$ cat src/rtl/score_controller.sv
// Game score and state controller for the pong game: start/serve/goal/win FSM.
// Optional macro AUTO_SERVE_EN: serve automatically after the POINT hold time.
module score_controller #(
    parameter int WIN_SCORE   = 9,
    parameter int HOLD_TICKS  = 60,
    parameter int GOAL_MARGIN = 8
) (
    input  logic        clk,
    input  logic        rst,
    input  logic        timing_tick,
    input  logic        start_btn,
    input  logic [10:0] x_ball,
    output logic [1:0]  state,
    output logic [3:0]  score_left,
    output logic [3:0]  score_right,
    output logic [1:0]  winner
);

    localparam int HOR_PIXELS = 1024;
    localparam int HW = (HOLD_TICKS > 1) ? $clog2(HOLD_TICKS) : 1;
    localparam logic [HW-1:0] HOLD_MAX = HW'(HOLD_TICKS - 1);
    localparam logic [3:0] WIN4 = 4'(WIN_SCORE);
    localparam logic [11:0] LEFT_LIM = 12'(GOAL_MARGIN);
    localparam logic [11:0] RIGHT_LIM = 12'(HOR_PIXELS - 15 - GOAL_MARGIN);

    typedef enum logic [1:0] {
        ST_START = 2'b00,
        ST_PLAY  = 2'b01,
        ST_POINT = 2'b10,
        ST_OVER  = 2'b11
    } state_t;

    state_t        state_q, state_d;
    logic          btn_prev;
    logic          press;
    logic [11:0]   x12;
    logic          left_goal, right_goal;
    logic [3:0]    sl_inc, sr_inc;
    logic [3:0]    sl_d, sr_d;
    logic [1:0]    win_d;
    logic [HW-1:0] hold_q, hold_d;

    assign state      = state_q;
    assign press      = start_btn & ~btn_prev;
    assign x12        = {1'b0, x_ball};
    assign left_goal  = (state_q == ST_PLAY) && timing_tick && (x12 <= LEFT_LIM);
    assign right_goal = (state_q == ST_PLAY) && timing_tick && !left_goal
                        && (x12 >= RIGHT_LIM);
    assign sl_inc     = (score_left == WIN4) ? score_left : score_left + 4'd1;
    assign sr_inc     = (score_right == WIN4) ? score_right : score_right + 4'd1;

    // State register and previous button level
    always_ff @(posedge clk or negedge rst) begin
        if (!rst) begin
            state_q  <= ST_START;
            btn_prev <= 1'b1;
        end else begin
            state_q  <= state_d;
            btn_prev <= start_btn;
        end
    end

    // Next-state logic
    always_comb begin
        state_d = state_q;
        unique case (state_q)
            ST_START: if (press) state_d = ST_PLAY;
            ST_PLAY: begin
                if (left_goal)
                    state_d = (sr_inc == WIN4) ? ST_OVER : ST_POINT;
                else if (right_goal)
                    state_d = (sl_inc == WIN4) ? ST_OVER : ST_POINT;
            end
            ST_POINT: begin
`ifdef AUTO_SERVE_EN
                if (timing_tick && hold_q == HOLD_MAX) state_d = ST_PLAY;
`else
                if (press && hold_q == HOLD_MAX) state_d = ST_PLAY;
`endif
            end
            ST_OVER: if (press) state_d = ST_START;
            default: state_d = ST_START;
        endcase
    end

    // Next values of scores, winner and hold counter
    always_comb begin
        sl_d   = score_left;
        sr_d   = score_right;
        win_d  = winner;
        hold_d = hold_q;
        unique case (state_q)
            ST_PLAY: begin
                hold_d = '0;
                if (left_goal) begin
                    sr_d = sr_inc;
                    if (sr_inc == WIN4) win_d = 2'b10;
                end else if (right_goal) begin
                    sl_d = sl_inc;
                    if (sl_inc == WIN4) win_d = 2'b01;
                end
            end
            ST_POINT: begin
                if (timing_tick && hold_q != HOLD_MAX)
                    hold_d = hold_q + 1'b1;
            end
            ST_OVER: begin
                if (press) begin
                    sl_d  = '0;
                    sr_d  = '0;
                    win_d = 2'b00;
                end
            end
            default: ;
        endcase
    end

    // Registered scores, winner and hold counter
    always_ff @(posedge clk or negedge rst) begin
        if (!rst) begin
            score_left  <= '0;
            score_right <= '0;
            winner      <= 2'b00;
            hold_q      <= '0;
        end else begin
            score_left  <= sl_d;
            score_right <= sr_d;
            winner      <= win_d;
            hold_q      <= hold_d;
        end
    end

endmodule
$ cat config.mk
export PLATFORM = sky130hd
export DESIGN_NAME = score_controller
export DESIGN_NICKNAME = d
export VERILOG_FILES = /design/src/rtl/score_controller.sv
export SDC_FILE = /design/constraint.sdc
export NUM_CORES = 1
export LEC_CHECK = 0
export CAP_MARGIN = 20
export CORE_MARGIN = 5
export CORE_UTILIZATION = 50
export DETAILED_ROUTE_END_ITERATION = 8
export PLACE_DENSITY_LB_ADDON = 0.08
export SETUP_SLACK_MARGIN = 0.15
export SYNTH_ARGS = -nofsm -noshare
export SYNTH_HDL_FRONTEND = slang
export SYNTH_SLANG_ARGS = --single-unit
$ cat constraint.sdc
create_clock -name clk -period 2.25 [get_ports clk]
set_clock_uncertainty 0.05 [all_clocks]
set_input_delay 0.45 -clock clk [delete_from_list [all_inputs] [get_ports clk]]
set_output_delay 0.45 -clock clk [all_outputs]
set_load 0.005 [all_outputs]
### Yosys cells after proc, flatten, opt, wreduce, memory -nomap -nowiden

Index checks and enable logic that the tools add are counted.

* output and inout port bits: 12
* input bits: 15
* register bits: 19
* word-level logic and storage cells: 70

* reduce and logical (&&, ||, !) cells: 15
* magnitude comparators: 2
* multiplexer cells: 23
* bitwise gates (word level): 2
* $add $sub $neg: 3
* eq/ne operators: 19

Operator list (number)
* $mux 4: 6
* $mux 2: 9
* $eq 4x4->1 const B: 4
* $pmux 4 s2: 2
* $ne 2x2->1 const B: 7
* $pmux 6 s2: 1
* $ge 11x10->1 const B: 1
* $le 11x4->1 const B: 1
* $add 4x1->4 const B: 2
* $pmux 2 s4: 1
* $reduce_and 4->1: 2
* $add 6x1->6 const B: 1
* $eq 6x6->1 const B: 1
* $logic_and 1x1->1: 6
* $mux 6: 1
* $ne 3x2->1 const B: 2
* $ne 6x6->1 const B: 1
* $reduce_and 5->1: 1
* $eq 2x2->1 const B: 2
* $pmux 2 s2: 1
* $reduce_bool 2->1: 2
* $ne 3x3->1 const B: 1
* $reduce_and 3->1: 1
* $eq 2x1->1 const B: 1
* other kinds (6): 7

### Depth between registers and ports, before layout

Gate-level depths: netlist of the first run.

* word-level depth: 9
* depth in mapped cells: 7

### Worst setup path before layout of the first run

OpenSTA, ideal clock, no wires.

* path kind: input-to-reg
* start: in x_ball[1]
* end: reg score_left[3]
* data required time: 2079 ps
* stages: 5
* data arrival time: 1750 ps
* path slack: 329 ps
* setup time: 121 ps
* cell sequence: o31ai_1 > a211o_2 > a211oi_4 > mux2_4 > a22o_2

* cells in the longest elaborated chain, start to end: 7

RTL lines
* start, declared: RTL line 12 `input logic [10:0] x_ball,`
* $le 11x4->1: RTL line 46 `assign left_goal = (state_q == ST_PLAY) && timing_tick && (x12 <= LEFT_LIM);`
* $logic_and 1x1->1: RTL line 46
* $logic_not 1->1: RTL line 47 `assign right_goal = (state_q == ST_PLAY) && timing_tick && !left_goal`
* $logic_and 1x1->1: RTL line 47
* $logic_and 1x1->1: RTL line 48 `&& (x12 >= RIGHT_LIM);`
* $ne 2x2->1 (no source line)
* $reduce_and 4->1 (no source line) *
* end signal, assigned: RTL line 126 `score_left <= sl_d;`
* end, declared: RTL line 14 `output logic [3:0] score_left,`

Every way passes the cells marked *; elsewhere a longest branch is shown, timed or not.
A chain may end at the register's enable or synchronous reset.

### Final worst setup path of the first run

* start: in x_ball[3]
* end: reg score_left[3]

The elaborated chain is that of the path after synthesis.

==> Flow_metrics.wiki, run 1 <==
{| class="wikitable"
! Metric !! Value
|-
| Kind of critical path || primary input to flip-flop
|-
| Hold WS || 0.422 ns
|-
| Crit path max fanout || 2
|-
| Cell type contributing the most total cell area after synthesis || dfrtp_1
|-
| Post-synthesis average cell area || 8.76 sq um
|-
| Number of synthesized flops with an enable pin || 0
|-
| CTS tree || built
|-
| Design Power || 1.30 mW
|-
| Least-Margin Pin Slew || 0.370 ns
|-
| Final hold violation count || 0
|-
| Post-synth top area share || 36.2%
|-
| Fill cells || 206
|-
| Post-CTS Hold Buffers || 0
|-
| Drc violations || 0
|-
| Sequential cell area fraction in the yosys report || 38.3%
|-
| Final slew viol count || 0
|-
| Antenna violations before repair || 0
|-
| Result of the run || finished clean
|-
| Die span in x || 59.9 um
|-
| Total inserted antenna cells || 0
|-
| Initial DRT Pass Iterations || 5
|-
| Crit share post-route || 91.8%
|-
| Antenna violation net count after detailed routing || 0
|-
| Maximum capacitance violations || 0
|-
| Vias post-DR || 1192
|-
| Placed Instances || 207
|-
| Fraction of final layout cells with drive strength greater than 1 || 13.8%
|-
| Routability-driven placement congestion ratio || 0.825
|-
| CP cell instances || clkdlybuf4s50_1, o31ai_1, a211o_2, a211oi_4, mux2_4, a22o_2
|-
| Cell leakage power || 0.689 nW
|-
| Mapped cell area || 1240 sq um
|-
| Routed via count divided by cell count || 5.65
|-
| Core Footprint || 2430 sq um
|-
| Class of the tightest hold or removal check || primary input to async pin
|-
| Achievable frequency || 0.484 GHz
|-
| Num CTS Buffers || 3
|-
| CP Data Arrival Time || 2.21 ns
|-
| Register Area || 478 sq um
|-
| Clk_lat worst skew || 0.30 ns
|-
| Post-Syn Instances || 142
|-
| Comb power frac || 43.9%
|-
| Area overhead of the layout relative to synthesis || 32.7%
|-
| Die height || 59.9 um
|-
| Clock input transition at the sequential cells of the worst setup and hold paths || 0.11 ns
|-
| Total area of multi-input combinational cells || 719 sq um
|-
| Number of warning messages in the yosys log || 0
|-
| Standard cell with the maximum stage delay on the critical path || clkdlybuf4s50_1
|-
| GRT Total Usage || 19.5%
|-
| Quantity of gates resized following cts || 0
|-
| Share of power burned in registers || 42.8%
|-
| Final Critical Period || 2.07 ns
|-
| Count of state elements after synthesis || 19
|-
| Number of violations reported at the end of detailed-routing iteration 0 || 34
|-
| I/O Pins || 27
|-
| Clock Tree Root || clkbuf_4
|-
| H-tree depth || 1
|-
| Syn_nets || 162
|-
| Launching element type of the critical path || primary input
|-
| First-pass GRT wire length || 5360 um
|-
| Setup repair after global routing missed its margin || no
|-
| Commonest register cell after synthesis || dfrtp_1
|-
| Maximum vdd drop || 0.000458 V
|-
| Number of cells in the finished layout apart from fillers || 211
|-
| Die Outline Area || 3590 sq um
|-
| Areal power density over the cells || 786 nW/um^2
|-
| Row Count || 18
|-
| Cell variety after synth || 38
|-
| Final total negative setup slack || 0 ns
|-
| Buffers on Ports || 26
|-
| RR Endpoint || winner[1]
|-
| Sort of element at the end of the critical path || flip-flop
|-
| TritonCTS Sinks || 19
|-
| Setup Fix Bufs, Post-CTS || 0
|-
| Share of async-settable or async-resettable flops after synthesis || 100%
|-
| Design internal power || 780 uW
|-
| Routed wire length || 3050 um
|-
| Worst reg2reg path depth || 6
|-
| Final-stage net count || 202
|-
| Wire length per cell || 14.4 um
|-
| Delay of the slowest cell on the worst path || 0.49 ns
|-
| Reg2reg start || score_left[0]
|-
| Worst slew slack as a fraction of its limit || 75.1%
|-
| HPWL Detailed || 2380 um
|-
| Initial core utilization || 51.1%
|-
| Switching fraction of total power || 39.8%
|-
| Number of global-route vias before repair || 1200
|-
| Required arrival time at the worst endpoint || 2.40 ns
|-
| Largest cells by area after synthesis || dfrtp_1 (36%), nand2_1 (5.4%), ha_1 (5.0%), o21ai_0 (4.8%), mux2i_1 (4.0%)
|-
| Number of buffers between clock root and the deepest sink || 2
|-
| Global route overflow || 0
|-
| Worst reg2reg setup slack || 0.49 ns
|-
| Setup Viol. Count Final || 0
|-
| Portion of total power attributed to the clock network || 13.3%
|-
| Net load switching power || 517 uW
|-
| Pin count of the biggest net entering global routing || 20
|}
[kinds of logic (layout without fill, tap and decap cells)]
| kind of cell | after synthesis | count (layout) | synth area share, % |
|---|---|---|---|
| adders and majority gates | 5 | 5 | 5.03 |
| xor gates and xnor gates | 5 | 5 | 3.52 |
| and+or+nand+nor | 60 | 60 | 24.8 |
| muxes | 6 | 6 | 5.23 |
| buffers and inverters | 13 | 52 | 4.12 |
| AOI/OAI and AO/OA | 34 | 34 | 18.9 |
| DFF | 19 | 19 | 38.3 |
[metal layers]
metal	share of wire, %	GRT usage [%]
met5	0	0
met4	0.92	5.70
met3	3.3	2.38
met2	52	34.9
met1	44	24.1
[power groups by stage]
stage	clock, mW	sequential [mW]	combinational [mW]
after global placement	0	0.549	0.537
after global routing	0.192	0.576	0.639
after detailed placement	0	0.557	0.559
final	0.173	0.555	0.570
after CTS	0.178	0.550	0.564
after floorplan	0	0.501	0.347
[cell usage after synthesis (4+ instances only)]
library cell,instances
nor2_1,13
inv_1,11
o22ai_1,5
o21ai_0,12
mux2i_1,5
ha_1,5
nand2_1,18
and3_1,4
nand3_1,7
dfrtp_1,18
[state kept, by name, indices dropped and copies added, names as in the netlist]
| register | cells |
|---|---|
| hold_q | 6 |
| score_left | 4 |
| score_right | 4 |
| state | 2 |
| winner | 2 |
| btn_prev | 1 |
[worst max path at each step]
stage | depth (start not counted) | to | from
6_report | 6 | score_left[3] | x_ball[3]
2_1_floorplan | 5 | score_left[3] | x_ball[1]
3_5_place_dp | 7 | score_left[0] | x_ball[3]
4_1_cts | 1 | state[1] | state[1]
5_1_grt | 7 | score_left[0] | x_ball[3]
3_3_place_gp | 6 | score_left[3] | x_ball[0]
[cell type report]
type                    instances  share of cell area (%)
clock buffers                   3                    1.36
clock inverters                 1                   0.303
inverters                      11                    2.50
multi-input cells             110                    43.6
flip-flops and latches         19                    29.0
well taps                      30                    2.27
repair buffers                 37                    21.0
[placed cells by master, fill, tap and decap left out, types with 4 or more instances in the layout]
master,instances
o21ai_0,12
mux2i_1,4
nand3_1,7
inv_1,11
ha_1,5
nand2_1,18
nor2_1,13
dfrtp_1,17
buf_4,10
clkdlybuf4s50_1,26
o22ai_1,5
and3_1,4
[critical path: cells and delay by family]
family / cells / cell delay [ns]
buf+inv: 1 / 0.49
mux: 1 / 0.32
compound gates: 4 / 0.95
[stage by stage]
| stage | area (sq um) | utilization (%) | worst slack [ns] |
|---|---|---|---|
| 2_1_floorplan | 1240 | - | 0.329 |
| 3_3_place_gp | 1610 | 66.4 | -0.0741 |
| 3_5_place_dp | 1610 | 66.4 | -0.108 |
| 4_1_cts | 1640 | 67.5 | 0.187 |
| 5_1_grt | 1650 | 67.8 | 0.148 |
| 6_report | 1650 | 67.8 | 0.185 |
No activity file was read; power rests on OpenSTA's default activity.
==> run 2: changes to the inputs <==
CORE_ASPECT_RATIO = 0.9   (was not set)
==> run 2 against run 1 <==
Fmax shrank 0.52%. First-iteration DRC count grew 8.8%. Non-clock buffer count grew 1. Via count shrank 1.5%. Register-to-register slack is essentially flat. Power shrank 0.85%. Final area grew 0.53%. Global-route usage shrank 3.0 points. Sequential share of layout area shrank 0.15 points. Largest power group unchanged.
==> Flow_metrics.wiki, run 2 (synthesized netlist as in run 1, its figures left out) <==
{| class="wikitable"
! Metric !! Value
|-
| Result of the run || finished clean
|-
| Antenna violation net count after detailed routing || 0
|-
| Buffers on Ports || 26
|-
| Total inserted antenna cells || 0
|-
| Areal power density over the cells || 775 nW/um^2
|-
| Number of violations reported at the end of detailed-routing iteration 0 || 37
|-
| Comb power frac || 43.7%
|-
| Design internal power || 779 uW
|-
| GRT met2 Usage || 27.5%
|-
| CP cell instances || clkdlybuf4s50_1, o31ai_1, a211o_2, a211oi_4, buf_4, mux2i_1, mux2i_1
|-
| Initial DRT Pass Iterations || 4
|-
| Global-route met3 utilization || 4.92%
|-
| Worst slew slack as a fraction of its limit || 68.1%
|-
| Switching fraction of total power || 39.5%
|-
| Least-Margin Pin Slew || 0.477 ns
|-
| Initial core utilization || 51.3%
|-
| I/O Pins || 27
|-
| Number of cells in the finished layout apart from fillers || 210
|-
| Dominant delay contributor by cell family on the critical path || compound AO/OA/AOI/OAI gates
|-
| Core Footprint || 2420 sq um
|-
| Drc violations || 0
|-
| Setup repair after global routing missed its margin || no
|-
| Fill cells || 197
|-
| Post-CTS Hold Buffers || 0
|-
| Final slew viol count || 0
|-
| Fraction of final layout cells with drive strength greater than 1 || 13.7%
|-
| Final hold violation count || 0
|-
| Antenna violations before repair || 0
|-
| Area overhead of the layout relative to synthesis || 33.4%
|-
| Kind of critical path || primary input to flip-flop
|-
| Area of all placed cells without fillers || 1660 sq um
|-
| Setup Viol. Count Final || 0
|-
| Number of buffers between clock root and the deepest sink || 2
|-
| Achievable frequency || 0.482 GHz
|-
| Wire length per cell || 13.8 um
|-
| Clock input transition at the sequential cells of the worst setup and hold paths || 0.11 ns
|-
| Top reg by flops || hold_q
|-
| Cell type with the highest occurrence count on the critical path || mux2i_1
|-
| Register Area || 478 sq um
|-
| Clock Tree Root || clkbuf_4
|-
| Sort of element at the end of the critical path || flip-flop
|-
| CTS tree || built
|-
| Standard cell with the maximum stage delay on the critical path || clkdlybuf4s50_1
|-
| Clk_lat worst skew || 0.30 ns
|-
| Number of buffers and inverters on the critical path || 2
|-
| Share of power burned in registers || 42.8%
|-
| Cell leakage power || 0.691 nW
|-
| Maximum vdd drop || 0.000553 V
|-
| Num CTS Buffers || 3
|-
| Die Outline Area || 3590 sq um
|-
| HPWL Detailed || 2350 um
|-
| H-tree depth || 1
|-
| Die height || 57.3 um
|-
| Vias post-DR || 1174
|-
| Max reg flops || 6
|-
| Most congested layer reported by global routing || met2
|-
| Final-stage net count || 203
|-
| Die span in x || 62.6 um
|-
| TritonCTS Sinks || 19
|-
| Leading cell type in the layout, fill and taps excluded || clkdlybuf4s50_1
|-
| Commonest cells after routing, fill and taps aside || clkdlybuf4s50_1 (26), nand2_1 (18), dfrtp_1 (17), nor2_1 (13)
|-
| Global route overflow || 0
|-
| Crit share post-route || 92.3%
|-
| Final Core Density || 68.4%
|-
| Net load switching power || 507 uW
|-
| CP Data Arrival Time || 2.21 ns
|-
| Total area of multi-input combinational cells || 728 sq um
|-
| Pin count of the biggest net entering global routing || 15
|-
| First-pass GRT wire length || 4870 um
|-
| Class of the tightest hold or removal check || primary input to async pin
|-
| Maximum capacitance violations || 0
|-
| Delay of the slowest cell on the worst path || 0.49 ns
|-
| Portion of total power attributed to the clock network || 13.5%
|-
| Crit path max fanout || 5
|-
| Row Count || 17
|-
| Number of global-route vias before repair || 1112
|-
| Required arrival time at the worst endpoint || 2.38 ns
|-
| GRT Total Usage || 16.5%
|-
| GR Layer Usage met1 || 20.9%
|-
| Placed Instances || 206
|-
| Hold WS || 0.413 ns
|-
| Routed via count divided by cell count || 5.59
|-
| Registers with the most flip-flops || hold_q x6, score_left x4, score_right x4
|-
| Final Critical Period || 2.08 ns
|-
| Instance area after placement || 1620 sq um
|-
| Routed wire length || 2910 um
|-
| Routability-driven placement congestion ratio || 0.872
|-
| Launching element type of the critical path || primary input
|}
## run 2: layout make-up
type / count / share of cell area [%]
inverter: 11 / 2.49
sequential: 19 / 28.8
timing repair buffer: 38 / 21.1
tap: 28 / 2.11
clock buffer: 4 / 1.58
multi-input combinational: 110 / 43.9
## run 2: what timing repair did
action                     CTS  global route
gates resized for setup      0             3
setup buffers                0             0
setup endpoints to repair    0             6
## run 2: metal layers
metal / up-vias / routed length [um] / part of all wire [%]
met3: 4 / 121 / 4.2
li1: 596 / - / -
met5: - / 0 / 0
met4: 0 / 34 / 1.2
met1: 552 / 1350 / 47
met2: 22 / 1400 / 48
## run 2: final timing paths
path                                 from             to  slack, ns  cells after the start
max                             x_ball[3]  score_left[0]       0.17                      7
min                                   rst       state[0]       0.41                      1
max reg2reg                score_right[1]      winner[1]       0.50                      7
min reg2reg                     hold_q[0]      hold_q[0]       0.48                      1
max in group asynchronous             rst      hold_q[3]       1.22                      2
min in group clk                hold_q[0]      hold_q[0]       0.48                      1
## run 2: power by group through the flow
| stage | clock (mW) | combinational, mW | sequential (mW) |
|---|---|---|---|
| 2_1_floorplan | 0 | 0.347 | 0.501 |
| 3_3_place_gp | 0 | 0.543 | 0.545 |
| 3_5_place_dp | 0 | 0.555 | 0.552 |
| 4_1_cts | 0.177 | 0.558 | 0.545 |
| 5_1_grt | 0.195 | 0.620 | 0.564 |
| 6_report | 0.174 | 0.563 | 0.550 |
## run 2: per-stage QoR
stage               worst slack, ns  power, mW  setup TNS, ns
floorplan                     0.329      0.848              0
global placement            -0.0946       1.09         -0.493
detailed placement           -0.130       1.11         -0.641
CTS                           0.188       1.28              0
global route                  0.159       1.38              0
finish                        0.174       1.29              0
==> run 3: changes to the inputs <==
CORE_UTILIZATION = 45   (was 50)
GPL_TIMING_DRIVEN = 0   (was not set)
==> run 3 against run 2 <==
Hold slack improved by 0.079 ns. Final area decreased by 1.1%. Die area increased by 9.2%.
==> Flow_metrics.wiki, run 3 (synthesized netlist as in run 1, its figures left out) <==
{| class="wikitable"
! Metric !! Value
|-
| Result of the run || finished clean
|-
| Worst slew slack as a fraction of its limit || 40.7%
|-
| Dominant delay contributor by cell family on the critical path || compound AO/OA/AOI/OAI gates
|-
| Design Power || 1.29 mW
|-
| Global route overflow || 0
|-
| Least-Margin Pin Slew || 0.887 ns
|-
| Top reg by flops || hold_q
|-
| Number of buffers between clock root and the deepest sink || 2
|-
| GRT Total Usage || 16.5%
|-
| Drc violations || 0
|-
| Placed Instances || 198
|-
| Final slew viol count || 0
|-
| Standard cell with the maximum stage delay on the critical path || clkdlybuf4s50_1
|-
| HPWL Detailed || 2200 um
|-
| Reg2reg start || state[0]
|-
| Portion of total power attributed to the clock network || 14.1%
|-
| CP cell instances || clkdlybuf4s50_1, o31ai_2, a211o_2, a211oi_4, mux2_4, a22o_2
|-
| Final hold violation count || 0
|-
| Worst reg2reg path depth || 6
|-
| Number of cells in the finished layout apart from fillers || 204
|-
| Endpoint of the worst hold-timing path || hold_q[0]
|-
| Die Outline Area || 3920 sq um
|-
| RR Endpoint || winner[1]
|-
| Launching element type of the critical path || primary input
|-
| Die span in x || 65.4 um
|-
| Area overhead of the layout relative to synthesis || 31.9%
|-
| Initial core utilization || 46.0%
|-
| Registers with the most flip-flops || hold_q x6, score_left x4, score_right x4
|-
| CTS tree || built
|-
| Routed via count divided by cell count || 5.70
|-
| Worst reg2reg setup slack || 0.43 ns
|-
| Kind of critical path || primary input to flip-flop
|-
| Row Count || 18
|-
| Initial DRT Pass Iterations || 4
|-
| Commonest cells after routing, fill and taps aside || clkdlybuf4s50_1 (20), nand2_1 (18), dfrtp_1 (18), nor2_1 (12), o21ai_0 (12)
|-
| CP Data Arrival Time || 2.22 ns
|-
| Buffers on Ports || 26
|-
| Number of global-route vias before repair || 1069
|-
| Antenna violations before repair || 0
|-
| First-pass GRT wire length || 4980 um
|-
| Sort of element at the end of the critical path || flip-flop
|-
| Vias post-DR || 1162
|-
| Switching fraction of total power || 40.0%
|-
| Design internal power || 773 uW
|-
| Num CTS Buffers || 3
|-
| Hold Crit Start || hold_q[0]
|-
| Clk_lat worst skew || 0.30 ns
|-
| Share of power burned in registers || 39.2%
|-
| Final Core Density || 60.7%
|-
| Maximum capacitance violations || 0
|-
| Antenna violation net count after detailed routing || 0
|-
| Crit share post-route || 91.8%
|-
| Die height || 59.9 um
|-
| Fraction of final layout cells with drive strength greater than 1 || 12.1%
|-
| Wire length per cell || 14.3 um
|-
| Instance area after placement || 1540 sq um
|-
| Area of all placed cells without fillers || 1640 sq um
|-
| Instance count along the most critical hold path || 1
|-
| TritonCTS Sinks || 19
|-
| Number of violations reported at the end of detailed-routing iteration 0 || 83
|-
| Class of the tightest hold or removal check || flip-flop to flip-flop
|-
| Number of buffers and inverters on the critical path || 1
|-
| Final-stage net count || 195
|-
| Setup repair after global routing missed its margin || no
|-
| Max reg flops || 6
|-
| H-tree depth || 1
|-
| Leading cell type in the layout, fill and taps excluded || clkdlybuf4s50_1
|-
| Areal power density over the cells || 785 nW/um^2
|-
| Core Footprint || 2700 sq um
|-
| Clock Tree Root || clkbuf_4
|-
| Comb power frac || 46.7%
|-
| Achievable frequency || 0.484 GHz
|-
| I/O Pins || 27
|-
| Total inserted antenna cells || 0
|-
| Delay of the slowest cell on the worst path || 0.49 ns
|-
| Setup Viol. Count Final || 0
|-
| Required arrival time at the worst endpoint || 2.40 ns
|-
| Clock input transition at the sequential cells of the worst setup and hold paths || 0.12 ns
|-
| Cell leakage power || 0.714 nW
|-
| Net load switching power || 514 uW
|-
| Routability-driven placement congestion ratio || 0.815
|-
| Maximum vdd drop || 0.000506 V
|-
| Routed wire length || 2920 um
|-
| Pin count of the biggest net entering global routing || 20
|-
| Final Critical Period || 2.07 ns
|-
| Crit path max fanout || 3
|}
## run 3: changes by cell type in the layout (fill, tap and decap cells not counted), sizes merged
cell           before  now
clkdlybuf4s50      26   20
clkinvlp            0    1
clkbuf              4    3
dlymetal6s2s        0    6
buf                12    4
## run 3: how the worst max path moves through the flow
stage | end | cells past startpoint | slack, ns | startpoint
floorplan | score_left[3] | 5 | 0.33 | x_ball[1]
global placement | score_left[3] | 6 | -0.27 | x_ball[3]
detailed placement | score_left[3] | 6 | -0.28 | x_ball[0]
CTS | winner[1] | 6 | 0.18 | x_ball[6]
global route | score_left[3] | 6 | 0.15 | x_ball[1]
finish | score_left[3] | 6 | 0.18 | x_ball[1]
## run 3: worst reg2reg max path: cells and delay by family, from the launching register on
| family | cells | cell delay [ns] |
|---|---|---|
| DFF | 1 | 0.36 |
| buffers and inverters | 2 | 0.33 |
| AOI/OAI and AO/OA | 1 | 0.22 |
| and+or+nand+nor | 3 | 0.81 |
## run 3: final cells by class
type	instances	area [sq um]
repair buffers	28	294
flip-flops and latches	19	477
clock buffers	3	22.5
multi-input cells	110	751
fillers	262	1060
clock inverters	1	7.51
plain buffers	2	10.0
inverters	11	41.3
well taps	30	37.5
## run 3: per-layer routing
| metal | up-vias | GRT usage (%) | part of all wire, % |
|---|---|---|---|
| met3 | 2 | 5.08 | 5.1 |
| li1 | 582 | - | - |
| met5 | - | 0 | 0 |
| met1 | 550 | 21.7 | 47 |
| met2 | 28 | 26.6 | 47 |
| met4 | 0 | 4.44 | 0.48 |
## run 3: repair_timing
action                     4_1_cts  5_1_grt
hold buffers                     0        0
setup endpoints to repair        2        7
pin swaps                        1        3
setup buffers                    2        0
gates resized for setup          1       13
## run 3: power by group through the flow
stage	sequential [mW]	combinational (mW)	clock, mW
3_5_place_dp	0.509	0.572	0
6_report	0.505	0.601	0.182
5_1_grt	0.521	0.677	0.209
2_1_floorplan	0.501	0.347	0
3_3_place_gp	0.506	0.563	0
4_1_cts	0.501	0.586	0.191
## run 3: stage by stage
step           setup TNS [ns]  setup slack [ns]  hold slack (ns)
6_report                    0             0.185            0.492
5_1_grt                     0             0.148            0.498
4_1_cts                     0             0.175            0.495
3_5_place_dp            -1.18            -0.278            0.474
3_3_place_gp           -0.952            -0.269            0.474
2_1_floorplan               0             0.329            0.104
